## config.mk

```make
export PLATFORM = sky130hd
export DESIGN_NAME = seq_tx_10010
export DESIGN_NICKNAME = d
export VERILOG_FILES = /design/src/rtl/seq_tx_10010.sv
export SDC_FILE = /design/constraint.sdc
export NUM_CORES = 1
export LEC_CHECK = 0
export CORE_MARGIN = 5
export CORE_UTILIZATION = 50
export CTS_CLUSTER_SIZE = 30
export DETAILED_ROUTE_END_ITERATION = 8
export GPL_TIMING_DRIVEN = 0
export PLACE_DENSITY_LB_ADDON = 0.08
export SETUP_SLACK_MARGIN = 0.2
export SYNTH_ARGS = -nofsm -noshare
export SYNTH_HDL_FRONTEND = slang
export SYNTH_SLANG_ARGS = --single-unit
```

## constraint.sdc

```tcl
create_clock -name clk -period 5.7 [get_ports clk]
set_clock_uncertainty 0.2 [all_clocks]
set_input_delay 1.425 -clock clk [delete_from_list [all_inputs] [get_ports clk]]
set_output_delay 1.425 -clock clk [all_outputs]
set_load 0.02 [all_outputs]
```

## src/rtl/seq_tx_10010.sv

```systemverilog
// seq_tx_10010: serial transmitter for bursts of the 10010 framing pattern.
// A request latches a frame count and sends that many frames, one bit per clock.
// Frames are either separated by GAP idle cycles or overlapped, where the trailing
// "10" of one frame doubles as the leading "10" of the next.
// Optional feature macro: SEQ_TX_OVERLAP_EN. Without it the overlap input is
// ignored and every frame is sent in full with GAP spacing.

module seq_tx_10010 #(
    parameter int unsigned CNT_W = 4,
    parameter int unsigned GAP   = 0
) (
    input  logic             clk,
    input  logic             reset,
    input  logic             start,
    input  logic [CNT_W-1:0] count,
    input  logic             overlap,
    input  logic             abort,
    output logic             out,
    output logic             out_valid,
    output logic             busy,
    output logic             frame_done,
    output logic             done
);

    typedef enum logic [1:0] {StIdle, StSend, StGap} state_e;

    // Bit i holds pattern index i; sent order is 1,0,0,1,0.
    localparam logic [4:0] PATTERN = 5'b01001;
    localparam logic [2:0] LastIdx = 3'd4;

    state_e           state_q, state_d;
    logic [2:0]       idx_q, idx_d;
    logic [CNT_W-1:0] rem_q, rem_d;
    logic [3:0]       gap_q, gap_d;
    logic             out_d, out_valid_d, busy_d, frame_done_d, done_d;

`ifdef SEQ_TX_OVERLAP_EN
    logic ovl_q, ovl_d;
`else
    logic unused_overlap;
    assign unused_overlap = overlap;
`endif

    // State, counters and registered outputs.
    always_ff @(posedge clk or negedge reset) begin
        if (!reset) begin
            state_q    <= StIdle;
            idx_q      <= '0;
            rem_q      <= '0;
            gap_q      <= '0;
            out        <= 1'b0;
            out_valid  <= 1'b0;
            busy       <= 1'b0;
            frame_done <= 1'b0;
            done       <= 1'b0;
`ifdef SEQ_TX_OVERLAP_EN
            ovl_q      <= 1'b0;
`endif
        end else begin
            state_q    <= state_d;
            idx_q      <= idx_d;
            rem_q      <= rem_d;
            gap_q      <= gap_d;
            out        <= out_d;
            out_valid  <= out_valid_d;
            busy       <= busy_d;
            frame_done <= frame_done_d;
            done       <= done_d;
`ifdef SEQ_TX_OVERLAP_EN
            ovl_q      <= ovl_d;
`endif
        end
    end

    // Next-state logic: pattern index walk, frame accounting and gap timing.
    always_comb begin
        state_d = state_q;
        idx_d   = idx_q;
        rem_d   = rem_q;
        gap_d   = gap_q;
`ifdef SEQ_TX_OVERLAP_EN
        ovl_d   = ovl_q;
`endif
        unique case (state_q)
            StIdle: begin
                // Abort in idle drops a simultaneous request.
                if (!abort && start && (count != '0)) begin
                    state_d = StSend;
                    idx_d   = '0;
                    rem_d   = count;
`ifdef SEQ_TX_OVERLAP_EN
                    ovl_d   = overlap;
`endif
                end
            end
            StSend: begin
                if (abort) begin
                    state_d = StIdle;
                    idx_d   = '0;
                    rem_d   = '0;
                    gap_d   = '0;
                end else if (idx_q != LastIdx) begin
                    idx_d = idx_q + 3'd1;
                end else begin
                    rem_d = rem_q - CNT_W'(1);
                    if (rem_q == CNT_W'(1)) begin
                        state_d = StIdle;
                        idx_d   = '0;
`ifdef SEQ_TX_OVERLAP_EN
                    end else if (ovl_q) begin
                        // Reuse the trailing "10" as the next frame's head.
                        idx_d = 3'd2;
`endif
                    end else if (GAP == 0) begin
                        idx_d = '0;
                    end else begin
                        state_d = StGap;
                        idx_d   = '0;
                        gap_d   = 4'(GAP - 1);
                    end
                end
            end
            StGap: begin
                if (abort) begin
                    state_d = StIdle;
                    rem_d   = '0;
                    gap_d   = '0;
                end else if (gap_q == 4'd0) begin
                    state_d = StSend;
                    idx_d   = '0;
                end else begin
                    gap_d = gap_q - 4'd1;
                end
            end
            default: begin
                state_d = StIdle;
            end
        endcase
    end

    // Output next-values, decoded from the upcoming state so outputs are registered.
    always_comb begin
        out_d        = 1'b0;
        out_valid_d  = 1'b0;
        busy_d       = (state_d != StIdle);
        frame_done_d = 1'b0;
        done_d       = 1'b0;
        if (state_d == StSend) begin
            out_d        = PATTERN[idx_d];
            out_valid_d  = 1'b1;
            frame_done_d = (idx_d == LastIdx);
        end
        // Final frame completes without abort: pulse done as the burst ends.
        if ((state_q == StSend) && (idx_q == LastIdx) && !abort && (rem_q == CNT_W'(1))) begin
            done_d = 1'b1;
        end
    end

endmodule
```

==> results of run 1 <==
## cell families (layout without fill, tap and decap cells)
kind of cell | count (synthesis) | after routing | share of synthesized area
compound gates | 32 | 32 | 0.1927
fa+ha+maj | 11 | 11 | 0.1254
simple gates | 35 | 35 | 0.1916
flops | 18 | 18 | 0.4105
mux | 2 | 2 | 0.01824
buf+inv | 18 | 34 | 0.06157
## per-stage QoR
| step | power (W) | instance area [µm²] | hold slack, ps | cells | worst slack, ps |
|---|---|---|---|---|---|
| after detailed placement | 0.0004311 | 1252 | 343.2 | 156 | 1888 |
| after global routing | 0.0005637 | 1289 | 403.4 | 160 | 2075 |
| after floorplan | 0.0003632 | 1097 | 286.1 | 116 | 2533 |
| after global placement | 0.0004259 | 1252 | 326.4 | 156 | 1889 |
| final | 0.0005067 | 1289 | 359.4 | 160 | 2202 |
| after CTS | 0.0005129 | 1289 | 371.7 | 160 | 2204 |
## final cells by class
type                       count  area (µm²)  share of cell area
clock buffer                   4       36.28             0.02816
multi-input combinational     80       579.3              0.4495
timing repair buffer          12       120.1             0.09320
sequential                    18       450.4              0.3495
tap                           28       35.03             0.02718
buffer                         1       3.754            0.002913
inverter                      17       63.81             0.04951
## routing by layer
metal  GRT usage  routed length (µm)  vias to the layer above
li1            -                   -                      437
met1      0.1769                 959                      417
met2      0.2607                1006                       16
met3     0.03448                  67                        7
met4     0.06954                  46                        0
met5           0                   0                        -
## power groups by stage
stage	clock [W]	sequential, W	combinational, W
3_3_place_gp	0	0.000190	0.000236
2_1_floorplan	0	0.000200	0.000163
4_1_cts	0.0000837	0.000189	0.000240
3_5_place_dp	0	0.000192	0.000239
5_1_grt	0.0000891	0.000196	0.000279
6_report	0.0000803	0.000189	0.000237
## worst max-delay path: cells and delay by family
family,cells,cell delay [ps]
AO/OA/AOI/OAI,2,600
adder cells (fa/ha/maj),1,280
buffers and inverters,1,510
AND/OR/NAND/NOR,2,700
## sequential cells by signal, indices dropped and copies added (netlist names)
signal      count
busy            1
done            1
frame_done      1
gap_q           4
idx_q           3
out             1
out_valid       1
rem_q           4
state_q         2
## layout by cell type (no fill, tap or decap), types with 2 or more instances in the layout
cell / netlist / routed
dfrtp_1: 18 / 18
inv_1: 17 / 17
clkdlybuf4s50_1: 0 / 12
ha_1: 11 / 11
nor2_1: 10 / 10
a21oi_1: 8 / 8
o21ai_0: 7 / 7
nand2_1: 6 / 6
clkbuf_4: 0 / 3
nor4_1: 2 / 2
a211o_1: 2 / 2
nor3b_1: 2 / 2
mux2i_1: 2 / 2
nand2b_1: 2 / 2
o21ai_1: 2 / 2
nor3_1: 2 / 2
a22o_1: 2 / 2
## final timing paths
path | start | to | slack [ps]
max | abort | out$_DFF_PN0_ | 2200
min | rem_q[3]$_DFFE_PN0P_ | rem_q[3]$_DFFE_PN0P_ | 360
max reg2reg | gap_q[0]$_DFFE_PN0P_ | out$_DFF_PN0_ | 3170
min reg2reg | rem_q[3]$_DFFE_PN0P_ | rem_q[3]$_DFFE_PN0P_ | 360
max in group asynchronous | reset | done$_DFF_PN0_ | 3430
min in group asynchronous | reset | state_q[0]$_DFF_PN0_ | 1380
==> metrics.txt, run 1 <==
Clock Tree Buf Depth 2; post_cts resized 0; P_leak 0.6182 nW; Via-to-Cell Ratio 5.481; worst hold path class register to register; Syn Std Cell Area 0.001097 mm²; slew margin rel. 0.4659; Synth area leader dfrtp_1; Int Pwr 0.0003064 W; 1st-iter DRT viols 5; top cells by count, synth dfrtp_1 (18), inv_1 (17), ha_1 (11); hold path depth 2; IO Pins 14; GPL Wtd Cong 0.8909; critical path class primary input to register; Clock power frac 0.158; Max Transition Viols Final 0; post-synthesis sequential area ratio 0.4105; FF+latch count, synth 18; top-count cell post-synth dfrtp_1; status finished clean; DRC Markers 0; switch share 0.3952; GRT Util Overall 0.1514; Initial Util 0.5108; Die H 56.85 µm; NetSw 0.0002002 W; die area 0.003231 mm²; GRT overflow 0; Syn Area/Cell 9.459 µm²; DR pass1 iterations 4; Req. time, crit path 5710 ps; FILL cells 185; worst-margin pin slew 798.7 ps; Synth Net Count 136; routed len/inst 13.00 µm; unrepaired setup endpoints after global routing no; Final Hold Vio Count 0; fin crit share 0.6137; critical path capture point type register; area grow syn2layout 17.45%; initial antenna violation count 0; Max-Cap Viols 0; ant diodes 0; Main synth FF type dfrtp_1; r2r worst-path depth 8; Final min period 3498 ps; Yosys top cell area share 0.4105; Netlist cell types 38; WL final 2.080 mm; vias in the first global route 945; max incr delay on CP 510 ps; Root Buffer clkbuf_4; Max VDD drop 0.2085 mV; Comb pwr share 0.469; Rows 17; CTS Sinks 18; Yosys warnings 0; NumNets Final 153; Sequential Power Share 0.373; htree depth 1; CP arrival 3510 ps; first-pass GRT wire length 3.939 mm; setup TNS 0 ps; CTS tree done; Die X 56.85 µm; clk slew on worst S/H paths 110 ps; core area 0.002148 mm²; cts-stage hold buffer count 0; Worst-Skew Late Latency 290 ps; startpoint type of the worst setup path primary input; number of I/O port buffers 12; Detail Placement HPWL 1.611 mm; worst-path cell chain clkdlybuf4s50_1 > or3b_4 > a211o_1 > a22oi_1 > ha_1 > nor4_2; total CTS buffers 3; largest fanout on the critical path 7; Syn Inst Count 116; Vias 877; final setup fails 0; share of cells above drive strength 1 0.07576; largest net degree at the start of global routing 19; pwr/cell area 393.1 mW/mm²; top post-synthesis cells by area dfrtp_1 (41%), ha_1 (13%), inv_1 (5.8%); remaining antenna violation count 0; EDFF count, synth 0; final core occ 0.5999; ys async rst share 1.000; CP max stage cell clkdlybuf4s50_1; Post-CTS Setup Inserts 0; Max Freq 0.2858 GHz
Power figures use the tool's default switching activity.
==> run 2: changes to the inputs <==
--- a/config.mk
+++ b/config.mk
@@ -6,7 +6,7 @@
 export NUM_CORES = 1
 export LEC_CHECK = 0
 export CORE_MARGIN = 5
-export CORE_UTILIZATION = 50
+export CORE_UTILIZATION = 48
 export CTS_CLUSTER_SIZE = 30
 export DETAILED_ROUTE_END_ITERATION = 8
 export GPL_TIMING_DRIVEN = 0
==> constraint.sdc (replaced) <==
create_clock -name clk -period 3.1 [get_ports clk]
set_clock_uncertainty 0.2 [all_clocks]
set_input_delay 0.775 -clock clk [delete_from_list [all_inputs] [get_ports clk]]
set_output_delay 0.775 -clock clk [all_outputs]
set_load 0.02 [all_outputs]
==> run 2 against run 1 <==
Compared with the run above: global-route usage fell by 1.9 points; via count down 0.91%; highest routed layer unchanged; setup slack worse by 1900 ps; largest cell class unchanged; clock power rose by 82%.
==> metrics.txt, run 2 (synthesis results as in run 1) <==
status finished clean; initial antenna violation count 0; post_cts resized 0; CTS tree done; Detail Placement HPWL 1.637 mm; Hold EP gap_q[0]$_DFFE_PN0P_; Final Hold Vio Count 0; Final min period 2814 ps; Rows 17; DR pass1 iterations 4; htree depth 1; final setup fails 0; reg-to-reg endpoint out$_DFF_PN0_; Max Transition Viols Final 0; Req. time, crit path 3100 ps; largest net degree at the start of global routing 19; fin crit share 0.9076; DP Cell Count 156; P_leak 0.6277 nW; Top Registers gap_q x4, rem_q x4, idx_q x3; startpoint type of the worst setup path primary input; Max VDD drop 0.4505 mV; Vias 869; clk slew on worst S/H paths 110 ps; most frequent cells in the layout dfrtp_1 (18), inv_1 (17), ha_1 (11), clkdlybuf4s50_1 (11), nor2_1 (10); worst-margin pin slew 827.5 ps; total CTS buffers 3; slew margin rel. 0.4466; critical path capture point type register; vias in the first global route 856; HP Start gap_q[0]$_DFFE_PN0P_; Clock Tree Buf Depth 2; GRT overflow 0; r2r setup slk 590 ps; cts-stage hold buffer count 0; number of I/O port buffers 12; remaining antenna violation count 0; pwr/cell area 729.3 mW/mm²; Worst-Skew Late Latency 290 ps; Root Buffer clkbuf_4; r2r worst-path depth 8; CP max stage cell clkdlybuf4s50_1; worst-path cell chain clkdlybuf4s50_1 > nor4_1 > or3b_4 > a211o_1 > a22oi_2 > ha_1 > nor4_2; CP arrival 2820 ps; Via-to-Cell Ratio 5.431; Post-CTS Setup Inserts 0; area of placed instances 0.001252 mm²; fin area 0.001296 mm²; Max Freq 0.3554 GHz; unrepaired setup endpoints after global routing no; 1st-iter DRT viols 22; Layout Cells excl Fill 160; Reg2Reg Launch Point gap_q[0]$_DFFE_PN0P_; setup TNS 0 ps; first-pass GRT wire length 3.588 mm; Max-Cap Viols 0; largest fanout on the critical path 3; commonest non-fill, non-tap cell in the layout dfrtp_1; NumNets Final 153; final core occ 0.5917; critical path class primary input to register; GPL Wtd Cong 0.7722; die area 0.003342 mm²; GRT Util Overall 0.1325; hold path depth 1; Die H 57.81 µm; CTS Sinks 18; share of cells above drive strength 1 0.08333; max incr delay on CP 490 ps; DRC Markers 0; ant diodes 0; core area 0.002191 mm²; worst hold path class register to register; Initial Util 0.5009; routed len/inst 13.34 µm; WL final 2.134 mm; area grow syn2layout 18.13%; Die X 57.81 µm; IO Pins 14
[run 2: changes by cell type in the layout (fill, tap and decap cells not counted)]
cell             previous run  this run
a22oi_2                     0         1
clkdlybuf4s50_1            12        11
dlymetal6s2s_1              0         1
a22oi_1                     1         0
[run 2: report_power, final]
part / internal [W] / leakage [nW] / switching [W]
sequential: 0.000305 / 0.235 / 0.0000452
clock: 0.0000715 / 0.0210 / 0.0000743
combinational: 0.000191 / 0.372 / 0.000259
total: 0.000567 / 0.628 / 0.000378
[run 2: layout make-up]
type                       count  area (µm²)
sequential                    18       450.4
tap                           28       35.03
multi-input combinational     80       584.3
clock buffer                   4       36.28
buffer                         1       3.754
inverter                      17       63.81
timing repair buffer          12       122.6
fill                         207       894.6
[run 2: critical path, delay by kind of cell]
kind                       cells  cell delay [ps]
buffers and inverters          1              490
AOI/OAI and AO/OA              2              560
adders and majority gates      1              260
and+or+nand+nor                3              730
[run 2: how the worst max path moves through the flow]
stage                  start            end  slack, ps  cells past startpoint
CTS                    abort  out$_DFF_PN0_        220                      6
finish              count[1]  out$_DFF_PN0_        290                      7
detailed placement     abort  out$_DFF_PN0_        -90                      6
global placement       abort  out$_DFF_PN0_       -100                      6
global route        count[1]  out$_DFF_PN0_        200                      7
floorplan           count[0]  out$_DFF_PN0_        580                      6
[run 2: per-stage QoR]
stage	total power, W	worst slack [ps]	hold slack, ps
after floorplan	0.0006679	582.8	279.4
after global placement	0.0007897	-103.1	310.2
after detailed placement	0.0007995	-88.67	325.6
after CTS	0.0009483	221.3	356.2
after global routing	0.001038	195.2	381.3
final	0.0009454	286.4	353.7
[run 2: metal layers]
| metal | wire length [µm] | GRT usage |
|---|---|---|
| met1 | 1019 | 0.1724 |
| met2 | 1013 | 0.2274 |
| met3 | 92 | 0.02895 |
| met4 | 9 | 0.02318 |
| met5 | 0 | 0 |
==> run 3: changes to the inputs <==
--- a/config.mk
+++ b/config.mk
@@ -5,8 +5,10 @@
 export SDC_FILE = /design/constraint.sdc
 export NUM_CORES = 1
 export LEC_CHECK = 0
+export ABC_CLOCK_PERIOD_IN_PS = 3100
 export CORE_MARGIN = 5
 export CORE_UTILIZATION = 48
+export CTS_BUF_LIST = sky130_fd_sc_hd__clkbuf_16
 export CTS_CLUSTER_SIZE = 30
 export DETAILED_ROUTE_END_ITERATION = 8
 export GPL_TIMING_DRIVEN = 0
==> run 3 against run 2 <==
Compared with the run above: core utilization grew 1.8 points; sequential share of layout area shrank 1.0 points; sequential cell count is the same; combinational power is essentially flat; non-clock buffer count is the same; cell area grew 3.0%; global-route usage grew 0.69 points; routed wire length shrank 0.19%; power grew 12%; first-iteration DRC count shrank 14%; clock power grew 77%; highest routed layer unchanged.
==> metrics.txt, run 3 (synthesis results as in run 1) <==
Initial Util 0.5009; Die X 57.81 µm; Max VDD drop 0.5817 mV; worst-margin pin slew 813.5 ps; Top delay family on crit path simple AND/OR/NAND/NOR gates; NumNets Final 153; total CTS buffers 3; Vias 861; GPL Wtd Cong 0.7722; number of I/O port buffers 12; CP max stage cell clkdlybuf4s50_1; area of placed instances 0.001252 mm²; commonest non-fill, non-tap cell in the layout dfrtp_1; max incr delay on CP 490 ps; 1st-iter DRT viols 19; Top Registers gap_q x4, rem_q x4, idx_q x3; most frequent cells in the layout dfrtp_1 (18), inv_1 (17), ha_1 (11), clkdlybuf4s50_1 (11), nor2_1 (10); initial antenna violation count 0; GRT overflow 0; HP Start gap_q[0]$_DFFE_PN0P_; Root Buffer clkbuf_16; die area 0.003342 mm²; Comb pwr share 0.425; fin crit share 0.9067; Hold EP gap_q[0]$_DFFE_PN0P_; DRC Markers 0; CTS Sinks 18; CP bufs+invs 1; vias in the first global route 870; Max Freq 0.3558 GHz; Die H 57.81 µm; Int Pwr 0.0006688 W; unrepaired setup endpoints after global routing no; DR pass1 iterations 4; critical path class primary input to register; Critical Path Start count[1]; NetSw 0.0003916 W; area grow syn2layout 21.66%; setup TNS 0 ps; Final min period 2811 ps; htree depth 1; cts-stage hold buffer count 0; final core occ 0.6094; pwr/cell area 794.2 mW/mm²; first-pass GRT wire length 3.636 mm; Clock Tree Buf Depth 2; GRT Util Overall 0.1394; ant diodes 0; Sequential Power Share 0.332; r2r setup slk 610 ps; r2r worst-path depth 9; Reg2Reg Launch Point state_q[1]$_DFF_PN0_; P_leak 0.6374 nW; Layout Cells excl Fill 160; startpoint type of the worst setup path primary input; IO Pins 14; worst hold path class register to register; hold path depth 1; share of cells above drive strength 1 0.07576; largest fanout on the critical path 3; Req. time, crit path 3060 ps; Detail Placement HPWL 1.637 mm; WL final 2.130 mm; worst-path cell chain clkdlybuf4s50_1 > nor4_1 > or3b_4 > a211o_1 > mux2i_1 > ha_1 > nor4_2; status finished clean; Rows 17; core area 0.002191 mm²; critical path capture point type register; Max Transition Viols Final 0; Clock power frac 0.244; reg-to-reg endpoint out$_DFF_PN0_; Via-to-Cell Ratio 5.381; largest net degree at the start of global routing 19; clk slew on worst S/H paths 50 ps; routed len/inst 13.31 µm; final setup fails 0; Worst-Skew Late Latency 250 ps; CP arrival 2770 ps; Max-Cap Viols 0; slew margin rel. 0.4560; fin area 0.001335 mm²; remaining antenna violation count 0; CTS tree done; DP Cell Count 156; Final Hold Vio Count 0; switch share 0.3693
run 3: changes by cell type in the layout (fill, tap and decap cells not counted), sizes merged:
cell,before,now
dlymetal6s2s,1,0
dlygate4sd2,0,1
clkbuf,5,4
clkinv,0,1
run 3: timing repair:
item,in CTS,in global routing
gates cloned,0,0
pin swaps,0,2
resized for setup,2,0
setup buffers,0,0
endpoints found under the setup margin,1,1
run 3: layout make-up:
| cell class | instances | area [µm²] |
|---|---|---|
| clock buffers | 3 | 75.07 |
| clock inverters | 1 | 3.754 |
| plain buffers | 1 | 3.754 |
| repair buffers | 12 | 118.9 |
| multi-input cells | 80 | 584.3 |
| well taps | 28 | 35.03 |
| inverters | 17 | 63.81 |
| fillers | 195 | 855.8 |
| flip-flops and latches | 18 | 450.4 |
run 3: worst max-delay path by stage:
| stage | endpoint | slack [ps] | cells past startpoint |
|---|---|---|---|
| 4_1_cts | out$_DFF_PN0_ | 220 | 7 |
| 6_report | out$_DFF_PN0_ | 290 | 7 |
| 2_1_floorplan | out$_DFF_PN0_ | 580 | 6 |
| 5_1_grt | out$_DFF_PN0_ | 200 | 7 |
| 3_3_place_gp | out$_DFF_PN0_ | -100 | 6 |
| 3_5_place_dp | out$_DFF_PN0_ | -90 | 6 |
run 3: power by group through the flow:
stage	sequential (W)	combinational, W	clock (W)
after CTS	0.000352	0.000455	0.000264
after global routing	0.000361	0.000517	0.000276
after detailed placement	0.000356	0.000444	0
after floorplan	0.000368	0.000300	0
after global placement	0.000351	0.000439	0
final	0.000352	0.000450	0.000258
run 3: layer usage:
layer	wire length (µm)	global-route usage	vias to the layer above	part of all wire
met4	29	0.04967	0	0.014
li1	-	-	443	-
met5	0	0	-	0
met2	977	0.2290	16	0.46
met1	1019	0.1738	397	0.48
met3	102	0.04009	5	0.048
run 3: metrics by stage:
step | total power (W) | worst slack (ps) | hold slack, ps
floorplan | 0.0006679 | 582.8 | 279.4
global placement | 0.0007897 | -103.1 | 310.2
detailed placement | 0.0007995 | -88.67 | 325.6
CTS | 0.001071 | 220.3 | 341.7
global route | 0.001154 | 203.7 | 365.2
finish | 0.001060 | 289.4 | 340.2
